--- src/rtl/cpu_acc_gen_if.sv ---
// Host/IO bundle for cpu_acc_gen: start control, RAM load port, switches, display and debug status.
interface cpu_acc_gen_if #(
  parameter int WORD_W = 8,
  parameter int ADDR_W = 5
);
  logic              start;
  logic [WORD_W-1:0] switches;
  logic              prog_we;
  logic [ADDR_W-1:0] prog_addr;
  logic [WORD_W-1:0] prog_data;
  logic [WORD_W-1:0] display;
  logic              halted;
  logic [ADDR_W-1:0] pc;

  modport master (
    output start, switches, prog_we, prog_addr, prog_data,
    input  display, halted, pc
  );

  modport slave (
    input  start, switches, prog_we, prog_addr, prog_data,
    output display, halted, pc
  );
endinterface

--- src/rtl/cpu_acc_gen.sv ---
// Multicycle accumulator CPU with internal program/data RAM and host load port.
// Optional macro CPU_SAT_EN: ADD/SUB saturate as unsigned instead of wrapping.
module cpu_acc_gen #(
  parameter int WORD_W = 8,
  parameter int OP_W   = 3,
  parameter int ADDR_W = WORD_W - OP_W
) (
  input  logic           clock,
  input  logic           reset,
  cpu_acc_gen_if.slave   bus
);

  generate
    if (OP_W != 3) begin : g_op_w_check
      $error("cpu_acc_gen: OP_W must be 3 for this opcode map");
    end
    if (WORD_W < OP_W + 2) begin : g_word_w_check
      $error("cpu_acc_gen: WORD_W must be at least OP_W+2");
    end
  endgenerate

  typedef enum logic [2:0] {
    S_HALT   = 3'd0,
    S_FETCH  = 3'd1,
    S_DECODE = 3'd2,
    S_EXEC   = 3'd3,
    S_MEM    = 3'd4
  } state_t;

  localparam logic [OP_W-1:0] OP_LOAD  = OP_W'(0);
  localparam logic [OP_W-1:0] OP_STORE = OP_W'(1);
  localparam logic [OP_W-1:0] OP_ADD   = OP_W'(2);
  localparam logic [OP_W-1:0] OP_SUB   = OP_W'(3);
  localparam logic [OP_W-1:0] OP_BNZ   = OP_W'(4);
  localparam logic [OP_W-1:0] OP_IN    = OP_W'(5);
  localparam logic [OP_W-1:0] OP_OUT   = OP_W'(6);
  localparam logic [OP_W-1:0] OP_HALT  = OP_W'(7);

  localparam int DEPTH = 1 << ADDR_W;

  function automatic logic [WORD_W-1:0] f_add(input logic [WORD_W-1:0] a, input logic [WORD_W-1:0] b);
`ifdef CPU_SAT_EN
    logic [WORD_W:0] s;
    s = {1'b0, a} + {1'b0, b};
    f_add = s[WORD_W] ? {WORD_W{1'b1}} : s[WORD_W-1:0];
`else
    f_add = a + b;
`endif
  endfunction

  function automatic logic [WORD_W-1:0] f_sub(input logic [WORD_W-1:0] a, input logic [WORD_W-1:0] b);
`ifdef CPU_SAT_EN
    logic [WORD_W:0] d;
    d = {1'b0, a} - {1'b0, b};
    f_sub = d[WORD_W] ? {WORD_W{1'b0}} : d[WORD_W-1:0];
`else
    f_sub = a - b;
`endif
  endfunction

  state_t            r_state;
  logic [ADDR_W-1:0] r_pc;
  logic [WORD_W-1:0] r_acc;
  logic [WORD_W-1:0] r_ir;
  logic [WORD_W-1:0] r_display;
  logic              r_halted;
  logic [WORD_W-1:0] r_rdata;
  logic [WORD_W-1:0] r_mem [0:DEPTH-1];
  logic              r_wb_valid;
  logic [ADDR_W-1:0] r_wb_addr;
  logic [WORD_W-1:0] r_wb_data;

  state_t            w_state_nxt;
  logic [ADDR_W-1:0] w_pc_nxt;
  logic [WORD_W-1:0] w_acc_nxt;
  logic [WORD_W-1:0] w_ir_nxt;
  logic [WORD_W-1:0] w_display_nxt;
  logic              w_store;
  logic [OP_W-1:0]   w_op;
  logic [ADDR_W-1:0] w_opnd;
  logic [ADDR_W-1:0] w_raddr;

  assign w_op    = r_ir[WORD_W-1:ADDR_W];
  assign w_opnd  = r_ir[ADDR_W-1:0];
  assign w_raddr = (r_state == S_EXEC) ? w_opnd : r_pc;

  // Next-state and datapath decode for the HALT/FETCH/DECODE/EXEC/MEM sequence.
  always_comb begin
    w_state_nxt   = r_state;
    w_pc_nxt      = r_pc;
    w_acc_nxt     = r_acc;
    w_ir_nxt      = r_ir;
    w_display_nxt = r_display;
    w_store       = 1'b0;
    case (r_state)
      S_HALT: begin
        if (bus.start) begin
          w_state_nxt = S_FETCH;
          w_pc_nxt    = {ADDR_W{1'b0}};
        end else begin
          w_state_nxt = S_HALT;
        end
      end
      S_FETCH: w_state_nxt = S_DECODE;
      S_DECODE: begin
        w_ir_nxt    = r_rdata;
        w_pc_nxt    = r_pc + ADDR_W'(1'b1);
        w_state_nxt = S_EXEC;
      end
      S_EXEC: begin
        w_state_nxt = S_FETCH;
        case (w_op)
          OP_LOAD, OP_ADD, OP_SUB: w_state_nxt = S_MEM;
          OP_STORE: w_store = 1'b1;
          OP_BNZ: begin
            if (r_acc != {WORD_W{1'b0}}) begin
              w_pc_nxt = w_opnd;
            end else begin
              w_pc_nxt = r_pc;
            end
          end
          OP_IN:   w_acc_nxt     = bus.switches;
          OP_OUT:  w_display_nxt = r_acc;
          OP_HALT: w_state_nxt   = S_HALT;
          default: w_state_nxt   = S_HALT;
        endcase
      end
      S_MEM: begin
        w_state_nxt = S_FETCH;
        case (w_op)
          OP_LOAD: w_acc_nxt = r_rdata;
          OP_ADD:  w_acc_nxt = f_add(r_acc, r_rdata);
          OP_SUB:  w_acc_nxt = f_sub(r_acc, r_rdata);
          default: w_acc_nxt = r_acc;
        endcase
      end
      default: w_state_nxt = S_HALT;
    endcase
  end

  // Architectural registers and the one-deep posted host-write buffer.
  always_ff @(posedge clock or posedge reset) begin
    if (reset) begin
      r_state    <= S_HALT;
      r_pc       <= {ADDR_W{1'b0}};
      r_acc      <= {WORD_W{1'b0}};
      r_ir       <= {WORD_W{1'b0}};
      r_display  <= {WORD_W{1'b0}};
      r_halted   <= 1'b1;
      r_wb_valid <= 1'b0;
      r_wb_addr  <= {ADDR_W{1'b0}};
      r_wb_data  <= {WORD_W{1'b0}};
    end else begin
      r_state    <= w_state_nxt;
      r_pc       <= w_pc_nxt;
      r_acc      <= w_acc_nxt;
      r_ir       <= w_ir_nxt;
      r_display  <= w_display_nxt;
      r_halted   <= (w_state_nxt == S_HALT);
      r_wb_valid <= (r_state == S_HALT) && bus.prog_we;
      r_wb_addr  <= bus.prog_addr;
      r_wb_data  <= bus.prog_data;
    end
  end

  // Host writes land one cycle late, so a start issued with a write to address 0
  // fetches the previous word there (read-before-write on the same edge).
  always_ff @(posedge clock) begin
    if (r_wb_valid) begin
      r_mem[r_wb_addr] <= r_wb_data;
    end else if (w_store) begin
      r_mem[w_opnd] <= r_acc;
    end
    r_rdata <= r_mem[w_raddr];
  end

  assign bus.display = r_display;
  assign bus.halted  = r_halted;
  assign bus.pc      = r_pc;

endmodule

--- src/flat_wrapper.sv ---
// flat-port wrapper written by rule: the top's interface ports become plain ports
module cpu_acc_gen_flat 
#(
  parameter int WORD_W = 8,
  parameter int OP_W   = 3,
  parameter int ADDR_W = WORD_W - OP_W
)
  (clock, reset, bus_start, bus_switches, bus_prog_we, bus_prog_addr, bus_prog_data, bus_display, bus_halted, bus_pc);
  cpu_acc_gen_if #(.WORD_W(WORD_W), .ADDR_W(ADDR_W)) bus_i ();
  input  logic clock;
  input  logic reset;
  input wire logic [$bits(bus_i.start)-1:0] bus_start;
  input wire logic [$bits(bus_i.switches)-1:0] bus_switches;
  input wire logic [$bits(bus_i.prog_we)-1:0] bus_prog_we;
  input wire logic [$bits(bus_i.prog_addr)-1:0] bus_prog_addr;
  input wire logic [$bits(bus_i.prog_data)-1:0] bus_prog_data;
  output wire logic [$bits(bus_i.display)-1:0] bus_display;
  output wire logic [$bits(bus_i.halted)-1:0] bus_halted;
  output wire logic [$bits(bus_i.pc)-1:0] bus_pc;
  assign bus_i.start = bus_start;
  assign bus_i.switches = bus_switches;
  assign bus_i.prog_we = bus_prog_we;
  assign bus_i.prog_addr = bus_prog_addr;
  assign bus_i.prog_data = bus_prog_data;
  assign bus_display = bus_i.display;
  assign bus_halted = bus_i.halted;
  assign bus_pc = bus_i.pc;
  cpu_acc_gen #(.WORD_W(WORD_W), .OP_W(OP_W), .ADDR_W(ADDR_W)) u_core (.clock(clock), .reset(reset), .bus(bus_i));
endmodule
--- config.mk ---
export PLATFORM = sky130hd
export DESIGN_NAME = cpu_acc_gen_flat
export DESIGN_NICKNAME = d
export VERILOG_FILES = /design/src/rtl/cpu_acc_gen_if.sv /design/src/rtl/cpu_acc_gen.sv /design/src/flat_wrapper.sv
export SDC_FILE = /design/constraint.sdc
export NUM_CORES = 1
export LEC_CHECK = 0
export ABC_AREA = 1
export BUFFER_PORTS_ARGS = -buffer_cell sky130_fd_sc_hd__buf_2
export CAP_MARGIN = 20
export CORE_MARGIN = 8
export CORE_UTILIZATION = 33
export DETAILED_ROUTE_END_ITERATION = 10
export GPL_TIMING_DRIVEN = 0
export MAX_ROUTING_LAYER = met4
export PLACE_DENSITY = 0.45
export SKIP_CTS_REPAIR_TIMING = 1
export SLEW_MARGIN = 20
export SYNTH_ARGS = -nofsm -noshare
export SYNTH_HDL_FRONTEND = slang
export SYNTH_SLANG_ARGS = --single-unit
--- constraint.sdc ---
create_clock -name clock -period 4.4 [get_ports clock]
set_clock_uncertainty 0.05 [all_clocks]
set_input_delay 0.44 -clock clock [delete_from_list [all_inputs] [get_ports clock]]
set_output_delay 0.44 -clock clock [all_outputs]
set_load 0.005 [all_outputs]
==> reports/metrics.cfg, run 1 <==
[timing]
rsz0062_at_grt=no
period_minus_slack_ns=3.21
setup-tns-final_ns=0
tightest_slew_ns=1.04
finalCritPeriodShare_pct=72.9
slew_violations=0
finalHoldViolCount=0
fmax_mhz=312
slew_headroom_pct=30.7
setup_violations=0

[clocking]
cts_sinks=311
max-clock-path-buffers=3
clk_pin_slew_ns=0.06
tritoncts=built
cts_made_buffers=36
cts.htree.levels=2
clock_latency_ns=0.55
root_buffer=clkbuf_16

[layout]
regArea_um2=9020
multi_input_area_um2=3900
antennaDiodeCount=0
layout-drive-gt1-share_pct=10.6
syn_to_final_growth_pct=17.4
fillers=4289
post-route-util_pct=39.0
nets=1598
final_cells=2135

[power_and_ir_drop]
seq_power_share_pct=32.9
switching_power_mw=4.79
power.internal_mw=6.55
swShare_pct=42.2
power.share.clock_pct=24.7
power_mw=11.3
leakage_nw=7.21
power_density_nw_per_um2=679
power.share.combinational_pct=42.5
peakVddDrop_v=0.000317

[placed_design]
place.detailed.hpwl_um=29100
dp_cells=2057
port_buffers=38
gp_congestion=0.819

[floorplanning]
start_util_pct=33.2
die_h_um=224
core_area_um2=42800
die-area_um2=50000
io_pins=39
die_w_um=224
rows=76

[yosys]
synth_xor_area_share_pct=0.493
synth-seq-cells=311
yosysMostFrequentCell=nand2_1
synth.area.mux_share_pct=0
synth_edf_count=256
synth_area_um2=14200
ys_async_sr_fraction_pct=15.1
synth_top_family_by_area=simple AND/OR/NAND/NOR gates
synth_top_flop_cell=edfxtp_1
synth_top_area_share_pct=54.1
yosysSeqAreaShare_pct=63.5
synth_cell_types=39
yosys.area_share.simple_pct=22.0
ys_warn_count=0
syn_avg_cell_area_um2=9.72
synth.area.top_cells=edfxtp_1, nand3_1, nand2_1
yosysTopAreaCell=edfxtp_1
synthAdderAreaFrac_pct=0.933
synth_compound_area_share_pct=3.36
syn_inst=1462
netlist_top_cells_count=nand2_1, inv_1, nand3_1, edfxtp_1, nor2_1
synth_fp_nets=1497

[setup_path]
crit_path_start_kind=flop
crit_slowest_cell=nor2_1
cp_num_buf_inv=2
path_cells=inv_2 -> nand3_2 -> buf_6 -> nor2_4 -> nand3_4 -> o21ai_1 -> nand3_1 -> nor2_1
cp_top_family=simple AND/OR/NAND/NOR gates
path_max_fanout=10
crit_type=flop to flop
critical_path_required_ns=4.51
cp-end-kind=flop
cpPeakStageDelay_ns=0.86
cp.arrival_ns=3.32

[drt]
firstDrtPassIters=6
via_per_inst=4.71
drt-initial-drc-count=813
drtAntennaViolNets=0
avgRoutedWirePerCell_um=19.2
drc=0
vias=10100
routed_wl_um=41000

[global_routing]
grt.overflow.total=0
grt_max_degree=26
grt_pass1_vias=9985
grt_usage_pct=17.0
grt_pass1_wl_um=62000
antenna_found_initial=0

[hold_path]
hold_path_class=primary input to flop

[run]
max_cap_viol_count=0

[run_status]
outcome=complete, no violations

[state kept, by name, indices dropped and copies added, names as in the netlist]
signal              flops
u_core.r_mem          256
u_core.r_ir             8
u_core.r_rdata          8
u_core.r_wb_addr        5
u_core.r_wb_valid       1
u_core.bus.display      8
u_core.bus.pc           5
u_core.r_acc            8
u_core.r_wb_data        8
u_core.r_state          3
u_core.bus.halted       1
[cell type report]
| cell class | count | share of cell area (%) |
|---|---|---|
| clock inverters | 19 | 0.877 |
| well taps | 546 | 4.09 |
| flip-flops and latches | 311 | 54.1 |
| repair buffers | 63 | 3.75 |
| inverters | 287 | 6.45 |
| multi-input cells | 804 | 23.4 |
| clock buffers | 45 | 5.60 |
| plain buffers | 60 | 1.81 |
[per-layer routing]
metal	up-vias	track usage [%]	wire length, um
met5	-	-	0
met4	0	4.69	890
met3	54	2.67	1970
met2	192	28.0	20100
met1	4829	21.7	18000
li1	4976	-	-
[power by group through the flow]
stage	registers, mW	logic [mW]	clock network, mW
after global placement	3.82	4.67	0
final	3.73	4.82	2.80
after floorplan	3.74	3.01	0
after detailed placement	3.78	4.82	0
after CTS	3.73	4.84	2.86
after global routing	3.75	5.38	2.98
[path summary, 6_finish.rpt]
kind	from	cells past startpoint	slack [ns]	end
max	u_core.r_state[2]	8	1.19	u_core.r_mem[22][0]
min	bus_prog_we	3	0.10	u_core.r_wb_valid
max reg2reg	u_core.r_state[2]	8	1.19	u_core.r_mem[22][0]
min reg2reg	u_core.bus.display[5]	2	0.43	u_core.bus.display[5]
max in group asynchronous	reset	4	3.23	u_core.bus.halted
min in group asynchronous	reset	3	0.47	u_core.r_wb_data[5]
[through the flow]
stage	hold WS (ns)	setup slack [ns]	instance area (um2)
after detailed placement	0.422	1.13	15500
after global placement	0.418	-2.31	15100
after CTS	-0.0727	1.13	16600
final	0.103	1.19	16700
after floorplan	0.421	1.31	14200
after global routing	0.0911	0.999	16700
[worst reg2reg max path, delay by kind of cell (launching register included)]
| family | cells | cell delay [ns] |
|---|---|---|
| buffers and inverters | 2 | 0.31 |
| AO/OA/AOI/OAI | 1 | 0.23 |
| flip-flops | 1 | 0.43 |
| AND/OR/NAND/NOR | 5 | 1.82 |
[logic make-up after synthesis]
group | count (synthesis)
flops | 311
fa+ha+maj | 10
xor+xnor | 8
compound gates | 84
buf+inv | 347
simple gates | 702
[layout by cell type (no fill, tap or decap), types with 5 or more instances in the layout]
cell,instances
o21ai_0,30
a21oi_1,19
dfrtp_1,46
edfxtp_1,256
nand3b_1,25
clkbuf_1,24
o21ai_4,9
dfxtp_1,8
buf_16,10
clkbuf_16,36
dlygate4sd3_1,14
o21ai_1,7
nor2_1,53
xor2_1,8
inv_1,283
nand2_1,339
ha_1,9
nand3_1,267
buf_2,78
nand4_1,5
clkinv_2,6
clkinv_1,7
Power figures use the tool's default switching activity.
==> inputs of run 2 (changes only) <==
==> constraint.sdc (replaced) <==
create_clock -name clock -period 3.2 [get_ports clock]
set_clock_uncertainty 0.05 [all_clocks]
set_input_delay 0.32 -clock clock [delete_from_list [all_inputs] [get_ports clock]]
set_output_delay 0.32 -clock clock [all_outputs]
set_load 0.005 [all_outputs]
==> run 2 against run 1 <==
The flow now finishes with violations (negative setup slack). Largest cell class unchanged. Clock power increased by 37%. Sequential power increased by 38%. Wire length decreased by 0.14%.
==> reports/metrics.cfg, run 2 (synthesized netlist as in run 1, its figures left out) <==
[floorplanning]
die_h_um=224  ; unchanged
io_pins=39  ; unchanged
rows=76  ; unchanged
die-area_um2=50000  ; unchanged
start_util_pct=33.2  ; unchanged
core_area_um2=42800  ; unchanged
die_w_um=224  ; unchanged

[clocking]
cts_sinks=311  ; unchanged
cts_made_buffers=36  ; unchanged
cts.htree.levels=2  ; unchanged
clk_pin_slew_ns=0.06  ; about the same
clock_latency_ns=0.54  ; about the same
max-clock-path-buffers=3  ; unchanged
tritoncts=built
root_buffer=clkbuf_16

[placed_design]
dp_cells=2057  ; unchanged
port_buffers=38  ; unchanged
place.detailed.hpwl_um=29100  ; unchanged
gp_congestion=0.819  ; unchanged
placed_area_um2=15500  ; unchanged
dpl_worst_slack_ns=-0.0674  ; -1.20 ns

[layout]
top_register=u_core.r_mem
syn_to_final_growth_pct=17.7
final_cells=2136  ; +0.047%
layout-drive-gt1-share_pct=11.3  ; +0.69 points
regArea_um2=9020  ; unchanged
largest_register_ffs=256  ; unchanged
fillers=4286  ; -0.070%
nets=1599  ; +0.063%
antennaDiodeCount=0  ; unchanged
design_area_um2=16700  ; +0.22%
post-route-util_pct=39.1  ; +0.088 points
final_common_cell=nand2_1
final_cell_mix=nand2_1, inv_1, nand3_1, edfxtp_1, buf_2
multi_input_area_um2=3930  ; +0.71%

[hold_path]
hold_path_class=primary input to flop
min_from=bus_switches[2]
hold_path_end=u_core.r_acc[2]
min_path_cells=3  ; unchanged

[drt]
wl_met3_um=1970  ; -0.10%
routed_wl_um=40900  ; -0.14%
via_per_inst=4.72  ; +0.31%
highest_layer=met4
wl_met1_um=18000  ; about the same
drt-initial-drc-count=792  ; -2.6%
vias=10100  ; +0.36%
met2_length_um=20000  ; -0.37%
avgRoutedWirePerCell_um=19.2  ; -0.19%
drtAntennaViolNets=0  ; unchanged
firstDrtPassIters=5  ; -1
drc=0  ; unchanged

[global_routing]
grt_usage_pct=17.0  ; unchanged
grt.overflow.total=0  ; unchanged
grt_max_degree=26  ; unchanged
grt_pass1_wl_um=62000  ; unchanged
grt_pass1_vias=9985  ; unchanged
antenna_found_initial=0  ; unchanged

[setup_path]
crit_path_start_kind=flop
path_max_fanout=10  ; unchanged
r2r-end=u_core.r_mem[29][1]
cp-end-kind=flop
cp.arrival_ns=3.33  ; about the same
critical_path_required_ns=3.30  ; -1.21 ns
r2r-start=u_core.r_state[2]
crit_type=flop to flop
worstRegToRegCells=8  ; unchanged
reg2reg_slack_ns=-0.04  ; -1.23 ns

[timing]
fmax_mhz=309  ; -0.82%
fin_ws_ns=-0.0352  ; -1.23 ns
period_minus_slack_ns=3.24  ; +0.0266 ns
setup_violations=23  ; +23
slew_violations=0  ; unchanged
tightest_slew_ns=1.04  ; -0.0000511 ns
finalHoldViolCount=0  ; unchanged
slew_headroom_pct=30.7  ; about the same
rsz0062_at_grt=yes
finalCritPeriodShare_pct=101  ; +28 points

[run_status]
outcome=complete, but fails checks
violations=negative setup slack

[power_and_ir_drop]
power_density_nw_per_um2=932  ; +37%
power_mw=15.6  ; +38%
peakVddDrop_v=0.000436  ; +38%
leakage_nw=7.22  ; about the same

[run]
max_cap_viol_count=0  ; unchanged

[run 2: cell types whose count changed in the layout (fill, tap and decap cells not counted), sizes merged]
| cell | delta |
|---|---|
| dlygate4sd3 | +1 |
[run 2: report_power, final]
group	internal, mW	switching [mW]	leakage, nW
Sequential	4.85	0.276	2.94
Clock	2.17	1.67	0.524
Combinational	1.99	4.64	3.75
[run 2: through the flow]
step,hold slack (ns),setup TNS [ns]
after global placement,0.379,-819.12
final,0.0266,-0.492
after detailed placement,0.374,-1.58
after CTS,-0.193,-1.37
after floorplan,0.301,0
after global routing,0.00945,-25.84
[run 2: layer usage]
metal	up-vias	global-route usage (%)
met5	-	-
met4	0	4.69
met3	59	2.67
met2	222	28.0
met1	4826	21.7
li1	4980	-
[run 2: final cells by class]
class,instances,area share [%]
clock buffers,45,5.59
well taps,546,4.08
plain buffers,60,1.80
clock inverters,19,0.875
multi-input cells,804,23.5
repair buffers,64,3.80
inverters,287,6.44
flip-flops and latches,311,53.9
[run 2: worst max path at each step]
stage                           start                   to  slack (ns)  cells after the start
finish              u_core.r_state[2]  u_core.r_mem[29][1]       -0.04                      8
global placement    u_core.r_state[2]  u_core.r_mem[17][6]       -3.51                      8
global route        u_core.r_state[2]  u_core.r_mem[21][6]       -0.20                     10
floorplan           u_core.r_state[2]   u_core.r_mem[0][0]        0.11                      8
detailed placement  u_core.r_state[2]  u_core.r_mem[22][4]       -0.07                      8
CTS                 u_core.r_state[2]  u_core.r_mem[22][0]       -0.07                      8
[run 2: critical path, cell delays in order, from the launching register on]
cell and delay, ns:
dfrtp_1 0.43, inv_2 0.14, nand3_2 0.10, buf_6 0.17, nor2_4 0.11, nand3_4 0.13
o21ai_1 0.23, nand3_1 0.61, nor2_1 0.89
==> inputs of run 3 (changes only) <==
--- a/config.mk
+++ b/config.mk
@@ -6,14 +6,14 @@
 export NUM_CORES = 1
 export LEC_CHECK = 0
 export ABC_AREA = 1
-export BUFFER_PORTS_ARGS = -buffer_cell sky130_fd_sc_hd__buf_2
 export CAP_MARGIN = 20
 export CORE_MARGIN = 8
-export CORE_UTILIZATION = 33
+export CORE_UTILIZATION = 26
 export DETAILED_ROUTE_END_ITERATION = 10
+export DONT_BUFFER_PORTS = 1
 export GPL_TIMING_DRIVEN = 0
 export MAX_ROUTING_LAYER = met4
-export PLACE_DENSITY = 0.45
+export PLACE_DENSITY = 0.36
 export SKIP_CTS_REPAIR_TIMING = 1
 export SLEW_MARGIN = 20
 export SYNTH_ARGS = -nofsm -noshare
==> run 3 against run 2 <==
The run still ends with negative setup slack left. Fmax is 2.5% lower. Design area increased by 1.1%. Worst setup slack worse by 0.082 ns. Global-route usage fell by 2.2 points. Core utilization down 7.7 points. Critical path depth up 2. Sequential cell count stayed put. Cell count rose by 5.8%.
==> reports/metrics.cfg, run 3 (synthesized netlist as in run 1, its figures left out) <==
[run_status]
outcome=complete, but fails checks
violations=negative setup slack

[layout]
final_common_cell=nand2_1
syn_to_final_growth_pct=19.0
largest_register_ffs=256  ; unchanged
post-route-util_pct=31.4  ; -7.7 points
multi_input_area_um2=3970  ; +1.0%
fillers=5627  ; +31%
regArea_um2=9020  ; unchanged
nets=1570  ; -1.8%
layout-drive-gt1-share_pct=10.0  ; -1.3 points
design_area_um2=16900  ; +1.1%
final_cells=2260  ; +5.8%
top_register=u_core.r_mem
antennaDiodeCount=0  ; unchanged
final_cell_mix=nand2_1, inv_1, nand3_1, edfxtp_1, dfrtp_1

[drt]
firstDrtPassIters=5  ; unchanged
vias=10100  ; +0.079%
via_per_inst=4.47  ; -5.4%
drc=0  ; unchanged
drt-initial-drc-count=683  ; -14%
avgRoutedWirePerCell_um=19.9  ; +4.0%
routed_wl_um=45000  ; +10%
drtAntennaViolNets=0  ; unchanged

[clocking]
root_buffer=clkbuf_16
clock_latency_ns=0.56  ; +0.02 ns
clk_pin_slew_ns=0.07  ; about the same
cts_made_buffers=38  ; +5.6%
cts.htree.levels=2  ; unchanged
tritoncts=built
cts_sinks=311  ; unchanged
max-clock-path-buffers=3  ; unchanged

[setup_path]
cpPeakStageDelay_ns=0.75  ; -0.14 ns
crit_type=flop to flop
crit_slowest_cell=nand3_1
crit_path_start_kind=flop
cp-end-kind=flop
cp.arrival_ns=3.46  ; +0.13 ns
cp_top_family=simple AND/OR/NAND/NOR gates
critical_path_required_ns=3.34  ; +0.04 ns
cp_num_buf_inv=3  ; +1
path_cells=inv_2 -> nand3_2 -> buf_6 -> nor2_4 -> nand3_4 -> nand2_1 -> o21ai_1 -> inv_1 -> nand3_1 -> nor2_2
path_max_fanout=10  ; unchanged

[placed_design]
dp_cells=2168  ; +5.4%
dpl_worst_slack_ns=-0.210  ; -0.142 ns
gp_congestion=0.787  ; -4.0%
port_buffers=0  ; -100%
place.detailed.hpwl_um=32100  ; +10%
placed_area_um2=15400  ; -0.24%

[power_and_ir_drop]
power.internal_mw=9.19  ; +2.0%
power_mw=16.0  ; +2.9%
swShare_pct=42.7  ; +0.49 points
switching_power_mw=6.85  ; +4.1%
leakage_nw=7.12  ; -1.3%
power.share.clock_pct=26.1  ; +1.5 points
power.share.combinational_pct=41.8  ; -0.7 points
power_density_nw_per_um2=949  ; +1.8%
peakVddDrop_v=0.000359  ; -18%
seq_power_share_pct=32.0  ; -0.9 points

[timing]
setup_violations=176  ; +670%
finalCritPeriodShare_pct=104  ; +2.6 points
period_minus_slack_ns=3.32  ; +0.0822 ns
fmax_mhz=301  ; -2.5%
slew_violations=0  ; unchanged
finalHoldViolCount=0  ; unchanged
slew_headroom_pct=28.2  ; -2.4 points
tightest_slew_ns=1.07  ; +0.0336 ns
rsz0062_at_grt=yes
fin_ws_ns=-0.117  ; -0.0822 ns

[hold_path]
hold_path_class=primary input to flop

[run]
max_cap_viol_count=0  ; unchanged

[floorplanning]
rows=85  ; +12%
core_area_um2=53900  ; +26%
io_pins=39  ; unchanged
start_util_pct=26.4  ; -6.9 points
die_h_um=250  ; +12%
die_w_um=250  ; +12%
die-area_um2=62400  ; +25%

[global_routing]
grt_max_degree=25  ; -3.8%
antenna_found_initial=0  ; unchanged
grt.overflow.total=0  ; unchanged
grt_pass1_wl_um=66900  ; +7.8%
grt_usage_pct=14.8  ; -2.2 points
grt_pass1_vias=10200  ; +1.9%

[run 3: layout make-up]
class / instances / share of cell area [%]
tap: 696 / 5.15
inverter: 287 / 6.37
buffer: 60 / 1.78
clock inverter: 22 / 0.999
clock buffer: 47 / 5.95
sequential: 311 / 53.4
multi-input combinational: 804 / 23.5
timing repair buffer: 33 / 2.90
[run 3: final timing paths]
check	startpoint	to	slack [ns]	cells after the start
min in group asynchronous	reset	u_core.r_acc[2]	0.23	2
min	bus_start	u_core.r_state[0]	0.02	2
max in group asynchronous	reset	u_core.bus.halted	2.28	3
min reg2reg	u_core.bus.display[6]	u_core.bus.display[6]	0.46	2
max reg2reg	u_core.r_state[2]	u_core.r_mem[23][0]	-0.12	10
max	u_core.r_state[2]	u_core.r_mem[23][0]	-0.12	10
[run 3: power by group through the flow]
| stage | Sequential, mW | Combinational [mW] | Clock (mW) |
|---|---|---|---|
| 3_5_place_dp | 5.23 | 6.73 | 0 |
| 5_1_grt | 5.19 | 7.45 | 4.46 |
| 2_1_floorplan | 5.14 | 4.14 | 0 |
| 6_report | 5.14 | 6.71 | 4.19 |
| 4_1_cts | 5.15 | 6.77 | 4.31 |
| 3_3_place_gp | 5.29 | 6.55 | 0 |
[run 3: worst reg2reg max path, stage by stage (launching register included)]
cell and delay [ns]:
dfrtp_1 0.43, inv_2 0.13, nand3_2 0.11, buf_6 0.18
nor2_4 0.11, nand3_4 0.14, nand2_1 0.11, o21ai_1 0.10
inv_1 0.09, nand3_1 0.75, nor2_2 0.76
[run 3: routing by layer]
layer | global-route usage [%] | up-vias | routed length [um]
li1 | - | 4927 | -
met1 | 18.8 | 4893 | 20500
met2 | 24.0 | 203 | 21500
met3 | 2.11 | 72 | 1700
met4 | 4.87 | 0 | 1330
met5 | - | - | 0
[run 3: per-stage QoR]
| step | setup TNS (ns) | hold slack [ns] |
|---|---|---|
| finish | -11.33 | 0.0249 |
| global route | -46.06 | 0.0704 |
| CTS | -25.75 | -0.359 |
| detailed placement | -23.32 | 0.241 |
| global placement | -961.68 | 0.302 |
| floorplan | 0 | 0.301 |
